File: src/rtl/fetch_stage_pkg.sv
// -----------------------------------------------------------------------------
// fetch_stage_pkg
// Shared ISA constants and types for the instruction-fetch stage.
//   OP_HLT        : opcode (instr[15:12]) that stops fetch
//   RESET_PC      : PC value after reset
//   BUBBLE_INSTR  : instruction word loaded into IF/ID for a bubble
//   fetch_state_t : fetch FSM state (RUN / HALT)
//   if_id_t       : packed 33-bit IF/ID pipeline register contents
// -----------------------------------------------------------------------------
package fetch_stage_pkg;

    localparam logic [3:0]  OP_HLT       = 4'hF;
    localparam logic [15:0] RESET_PC     = 16'h0000;
    localparam logic [15:0] BUBBLE_INSTR = 16'h0000;
    localparam logic [15:0] PC_STEP      = 16'd2;

    typedef enum logic {
        ST_RUN  = 1'b0,
        ST_HALT = 1'b1
    } fetch_state_t;

    typedef struct packed {
        logic [15:0] instr;
        logic [15:0] pc_plus2;
        logic        valid;
    } if_id_t;

endpackage

File: src/rtl/fetch_stage_if_id_reg.sv
// -----------------------------------------------------------------------------
// if_id_reg
// 33-bit IF/ID pipeline register with hold and synchronous clear-to-bubble.
//   clk : clock, rising edge
//   rst : synchronous active-high reset, clears every field
//   en  : load d (when low and clr low, the register holds)
//   clr : load a bubble (instr=BUBBLE_INSTR, valid=0); pc_plus2 is kept
//   d   : next contents
//   q   : registered contents
// Priority: rst > clr > en.
// -----------------------------------------------------------------------------
module if_id_reg
    import fetch_stage_pkg::*;
(
    input  logic   clk,
    input  logic   rst,
    input  logic   en,
    input  logic   clr,
    input  if_id_t d,
    output if_id_t q
);

    if_id_t q_reg;

    always_ff @(posedge clk) begin
        if (rst) begin
            q_reg.instr    <= BUBBLE_INSTR;
            q_reg.pc_plus2 <= RESET_PC;
            q_reg.valid    <= 1'b0;
        end else if (clr) begin
            // A bubble keeps the old pc_plus2: nothing downstream reads it
            // while valid is low, and holding it avoids extra muxing.
            q_reg.instr <= BUBBLE_INSTR;
            q_reg.valid <= 1'b0;
        end else if (en) begin
            q_reg <= d;
        end
    end

    assign q = q_reg;

endmodule

File: src/rtl/fetch_stage.sv
// -----------------------------------------------------------------------------
// fetch_stage
// Instruction-fetch stage: PC register, RUN/HALT FSM and the IF/ID register.
//   clk            : clock, rising edge
//   rst            : synchronous active-high reset, overrides everything
//   stall          : hazard hold from decode (ignored while halted)
//   branch_taken   : redirect from decode; wins over stall
//   branch_target  : redirect byte address (bit 0 forced to 0)
//   imem_addr      : instruction memory address, always equal to PC
//   imem_data      : instruction word at imem_addr, same cycle
//   if_id_instr    : latched instruction word
//   if_id_pc_plus2 : PC+2 of the latched instruction
//   if_id_valid    : IF/ID holds a real instruction
//   halted         : sticky, set when HLT is fetched, cleared by branch/reset
//   fetch_count    : instructions latched into IF/ID, wraps at 2^16
// -----------------------------------------------------------------------------
module fetch_stage
    import fetch_stage_pkg::*;
(
    input  logic        clk,
    input  logic        rst,
    input  logic        stall,
    input  logic        branch_taken,
    input  logic [15:0] branch_target,
    output logic [15:0] imem_addr,
    input  logic [15:0] imem_data,
    output logic [15:0] if_id_instr,
    output logic [15:0] if_id_pc_plus2,
    output logic        if_id_valid,
    output logic        halted,
    output logic [15:0] fetch_count
);

    fetch_state_t state_reg;
    logic [15:0]  pc_reg;
    logic         halted_reg;
    logic [15:0]  fetch_count_reg;

    logic [15:0]  pc_plus2;
    logic [15:0]  branch_pc;
    logic         fetch_is_hlt;
    logic         fetch_en;
    logic         ifid_en;
    logic         ifid_clr;
    if_id_t       ifid_d;
    if_id_t       ifid_q;

    assign pc_plus2     = pc_reg + PC_STEP;
    assign branch_pc    = branch_target & 16'hFFFE;
    assign fetch_is_hlt = (imem_data[15:12] == OP_HLT);

    // A real instruction is latched only in RUN with no redirect or stall.
    assign fetch_en = (state_reg == ST_RUN) && !branch_taken && !stall;

    // Redirects always inject a bubble; HALT injects one every cycle,
    // regardless of stall.
    assign ifid_clr = branch_taken || (state_reg == ST_HALT);
    assign ifid_en  = fetch_en;

    always_comb begin
        ifid_d          = '0;
        ifid_d.instr    = imem_data;
        ifid_d.pc_plus2 = pc_plus2;
        ifid_d.valid    = 1'b1;
    end

    always_ff @(posedge clk) begin
        if (rst) begin
            state_reg       <= ST_RUN;
            pc_reg          <= RESET_PC;
            halted_reg      <= 1'b0;
            fetch_count_reg <= 16'h0000;
        end else if (branch_taken) begin
            state_reg  <= ST_RUN;
            pc_reg     <= branch_pc;
            halted_reg <= 1'b0;
        end else if (fetch_en) begin
            fetch_count_reg <= fetch_count_reg + 16'd1;
            if (fetch_is_hlt) begin
                // PC stays parked on the HLT word.
                state_reg  <= ST_HALT;
                halted_reg <= 1'b1;
            end else begin
                pc_reg <= pc_plus2;
            end
        end
        // Otherwise: stall in RUN or idle in HALT -- everything holds.
    end

    if_id_reg u_if_id_reg (
        .clk (clk),
        .rst (rst),
        .en  (ifid_en),
        .clr (ifid_clr),
        .d   (ifid_d),
        .q   (ifid_q)
    );

    assign imem_addr      = pc_reg;
    assign if_id_instr    = ifid_q.instr;
    assign if_id_pc_plus2 = ifid_q.pc_plus2;
    assign if_id_valid    = ifid_q.valid;
    assign halted         = halted_reg;
    assign fetch_count    = fetch_count_reg;

endmodule

File: config.mk
export PLATFORM = sky130hd
export DESIGN_NAME = fetch_stage
export DESIGN_NICKNAME = d
export VERILOG_FILES = /design/src/rtl/fetch_stage_pkg.sv /design/src/rtl/fetch_stage_if_id_reg.sv /design/src/rtl/fetch_stage.sv
export SDC_FILE = /design/constraint.sdc
export NUM_CORES = 1
export LEC_CHECK = 0
export ABC_AREA = 0
export ABC_CLOCK_PERIOD_IN_PS = 5580
export CAP_MARGIN = 5
export CORE_ASPECT_RATIO = 0.9
export CORE_MARGIN = 2
export CORE_UTILIZATION = 25
export DETAILED_ROUTE_END_ITERATION = 16
export GPL_TIMING_DRIVEN = 0
export HOLD_SLACK_MARGIN = 0.06
export PLACE_DENSITY = 0.58
export SKIP_CTS_REPAIR_TIMING = 1
export SYNTH_ARGS = -nofsm -noshare
export SYNTH_HDL_FRONTEND = slang
export SYNTH_SLANG_ARGS = --single-unit
File: constraint.sdc
create_clock -name clk -period 5.58 [get_ports clk]
set_clock_uncertainty 0.1 [all_clocks]
set_input_delay 1.116 -clock clk [delete_from_list [all_inputs] [get_ports clk]]
set_output_delay 1.116 -clock clk [all_outputs]
set_load 0.03 [all_outputs]
# After elaboration in Yosys (flattened, before gate mapping)
# Cells that the tools add are included.
# totals
register_bits	66
elab_cells	31
# op_classes
n_addsub	2
eq_ne	2
muxes	3
n_bitwise	4
n_reduce_logical	13
# op_table
operator	n
16-bit 2-to-1 mux	3
16-bit by 1-bit adder with 16-bit output (second input constant)	1
16-bit by 2-bit adder with 16-bit output (second input constant)	1
2-bit AND reduction	5
4-bit == test (second input constant)	1
1-bit inverter	4
2-bit OR reduction	2
1-bit logical AND	2
1-bit zero test	2
2-bit inequality test (second input constant)	1
2-bit nonzero test	1
1-bit logical OR	1

# Longest topological paths before layout
# depth
ltp_word	5
ltp_mapped	6
depth_no_buf	5

# By module
# Synthesis repeated with hierarchy kept, for this count alone.
# unflattened
cells_unflattened	361
hier_area_um2	3213.1
# by_module_without_submodules
module	n_inst	cells_per_inst	area_per_inst_um2
fetch_stage	1	234	1861.8
if_id_reg	1	127	1351.3

# Worst setup path after synthesis
# No wires, ideal clock.
# synth_path
path_type	input -> register
start	in branch_taken
end	reg fetch_count_reg[14], in the netlist fetch_count[14]
setup_ps	70
arrival_ps	2553
slack_ps	2856
path_stages	5
path_cell_list	buf_6 > or3_4 > or4_1 > or3_1 > a21oi_1
# synth_via
elab_chain_cells	4
# synth_lines
element	line_no	source
start: declaration	fetch_stage.sv:23	input logic branch_taken,
1-bit zero test	fetch_stage.sv:53	assign fetch_en = (state_reg == ST_RUN) && !branch_taken && !stall;
1-bit logical AND (2 in a row)	fetch_stage.sv:53	
2-bit AND reduction (no line) (*)	n/a	
end signal: assignment	fetch_stage.sv:78	fetch_count_reg <= fetch_count_reg + 16'd1;
end: declaration	fetch_stage.sv:37	logic [15:0] fetch_count_reg;
# Every way passes the cells marked *; elsewhere a longest branch is shown, timed or not.
# A chain may end at the register's enable or synchronous reset.

# Worst setup path in the final report
# layout_path
start	in stall
end	reg fetch_count_reg[10], in the netlist fetch_count[10]
# layout_via
elab_chain_cells	3
# layout_lines
element	line_no	source
start: declaration	fetch_stage.sv:22	input logic stall,
1-bit zero test	fetch_stage.sv:53	
1-bit logical AND	fetch_stage.sv:53	
2-bit AND reduction (no line)	n/a	
# No other way between the ends.

==> flow_summary.json <==
{
  "status": "completed",
  "clkPwrFrac": 0.473,
  "grtUsageTotal": 0.1447,
  "seq_power_share": 0.389,
  "max_cap_viol_count": 0,
  "p_total_uw": 1267,
  "largest_reg_flops": 32,
  "cp_max_fo": 5,
  "ys_warn_count": 0,
  "cts_root_buf": "clkbuf_16",
  "worstSetupStartpointType": "input port",
  "combPwrFrac": 0.137,
  "die_area_um2": 12530,
  "dpl_cell_area_um2": 4083,
  "swShare": 0.2491,
  "p_int_uw": 951.5,
  "worstSetupPathType": "in -> reg",
  "powerDensity_nw_per_um2": 287.7,
  "synth-edff-count": 0,
  "dr.pass1.iters": 4,
  "leakage_uw": 0.001454,
  "dp_cells": 615,
  "cp_data_required_time_ns": 5.73,
  "coreArea_um2": 11390,
  "setup_violations": 0,
  "antenna_left": 0,
  "vias": 2987,
  "numCtsBuffers": 9,
  "overflow": 0,
  "max_freq_mhz": 329.2,
  "yosysUniqueCellTypes": 41,
  "final_cells": 631,
  "slew_headroom": 0.2253,
  "ff2ff_path_depth": 5,
  "p_sw_uw": 315.7,
  "hold_depth": 2,
  "fin_crit_ns": 3.038,
  "ys_top_cells_by_area": "dfxtp_1 44%, a21oi_1 6.5%, nand2_1 6.2%",
  "clock_sink_count": 64,
  "grt_start_max_net_pins": 12,
  "area_delta_synth_final_pct": 51.20,
  "drv_slew": 0,
  "synth_commonest_cells": "64 x dfxtp_1, 48 x nand2_1, 38 x a21oi_1",
  "hpwlAfterDp_um": 6754,
  "cpMaxStageDelayCell": "nor4b_1",
  "cp_num_cells": 5,
  "clock_path_buffers": 2,
  "cp_data_arrival_time_ns": 3.19,
  "place_congestion": 0.8303,
  "ys_ff_latch": 64,
  "hold_class": "reg -> reg",
  "pin_count": 102,
  "drc": 0,
  "rsz0062_at_grt": "false",
  "finalInstanceArea_um2": 4404,
  "clk_latency_ns": 0.32,
  "cts_tree": "built",
  "grt_pass1_wl_um": 14390,
  "worstSetupEndpointType": "register",
  "tns_ns": 0,
  "syn_avg_cell_area_um2": 8.069,
  "initial_core_util": 0.2558,
  "wl_per_cell_um": 14.51,
  "hold_viol": 0,
  "cp_num_buf_inv": 1,
  "netlist_area_um2": 2913,
  "synth_top_area_frac": 0.4399,
  "grt_pass1_vias": 2794,
  "clkTransAtPathRegs_ns": 0.06,
  "viasPerCell": 4.734,
  "max-vdd-ir-drop_uv": 194.7,
  "drive_above_1_share": 0.05474,
  "ys_seq_area_frac": 0.4399,
  "tightest_slew_ns": 1.146,
  "nets": 508,
  "crit_path_max_incr_delay_ns": 0.95,
  "crit_chain": "clkdlybuf4s50_1 > nor4b_1 > nand2_1 > or3_1 > a21oi_1",
  "chipHeight_um": 106.4,
  "htree_levels": 3,
  "port_buffers": 97,
  "fp.dieW_um": 117.8,
  "drt_iter0_drc": 208,
  "async_reset_ff_frac": 0,
  "post-route-period-util": 0.5445,
  "antenna_found_initial": 0,
  "num_rows": 37,
  "synth-main-ff-cell": "dfxtp_1",
  "synth_cells": 361,
  "wl_um": 9154,
  "diodes": 0,
  "cpLargestDelayFamily": "simple AND/OR/NAND/NOR gates",
  "synth.most_common_cell": "dfxtp_1",
  "yosysTopAreaCell": "dfxtp_1"
}
-- layer usage --
metal | GRT usage | up-vias | part of all wire
met1 | 0.1931 | 1390 | 0.49
met5 | 0 | - | 0
met3 | 0.04024 | 6 | 0.055
met2 | 0.2230 | 86 | 0.44
li1 | - | 1505 | -
met4 | 0.05250 | 0 | 0.0093
-- power groups by stage --
stage          clock network (uW)  logic (uW)  registers, uW
3_5_place_dp                    0         174            503
6_report                      600         174            493
3_3_place_gp                    0         174            502
2_1_floorplan                   0        59.7            534
5_1_grt                       636         186            496
4_1_cts                       616         175            493
-- metrics by stage --
step	utilization	setup slack, ns	hold WS (ns)
final	0.3867	2.542	0.3519
after global routing	0.3867	2.435	0.3753
after CTS	0.3867	2.556	0.3559
after detailed placement	0.3585	2.220	0.3484
after global placement	0.3585	2.310	0.3417
after floorplan	-	2.856	0.4842
-- layout by cell type, fill, tap and decap left out, types with 9 or more instances in the layout --
cell              n
dfxtp_1          64
and3_1            9
nor3_1           16
a21oi_1          38
clkbuf_16         9
clkbuf_1         14
clkdlybuf4s50_1  97
nor2_1           22
nand4_1          11
a31oi_1           9
xnor2_1          15
nand2_1          48
o21ai_0          19
nand3_1          15
-- layout make-up --
cell class / count / area (um^2)
Clock inverter: 6 / 82.58
Tap cell: 156 / 195.2
Inverter: 7 / 26.28
Multi-Input combinational cell: 265 / 1495
Sequential cell: 64 / 1281
Timing Repair Buffer: 97 / 970.9
Fill cell: 1186 / 6984
Clock buffer: 10 / 239.0
Buffer: 26 / 113.9
-- final timing paths --
| path | slack, ns | from | endpoint |
|---|---|---|---|
| max | 2.54 | stall | fetch_count[10]$_SDFFE_PP0P_ |
| min | 0.35 | u_if_id_reg.q[19]$_SDFFE_PP0P_ | u_if_id_reg.q[19]$_SDFFE_PP0P_ |
| max reg2reg | 3.16 | fetch_count[0]$_SDFFE_PP0P_ | fetch_count[10]$_SDFFE_PP0P_ |
| min reg2reg | 0.35 | u_if_id_reg.q[19]$_SDFFE_PP0P_ | u_if_id_reg.q[19]$_SDFFE_PP0P_ |
-- tightest hold or removal path, cell delays in order (launching register included) --
cell	delay, ns
dfxtp_1	0.30
nand2_1	0.05
a21oi_1	0.05
-- kinds of logic after synthesis --
logic type | share of synthesized area
fa+ha+maj | 0.008590
mux | 0.003866
compound gates | 0.1671
buf+inv | 0.04811
simple gates | 0.2680
flops | 0.4399
xor+xnor | 0.06315
other cells | 0.001287
(Power assumes the default switching activity.)
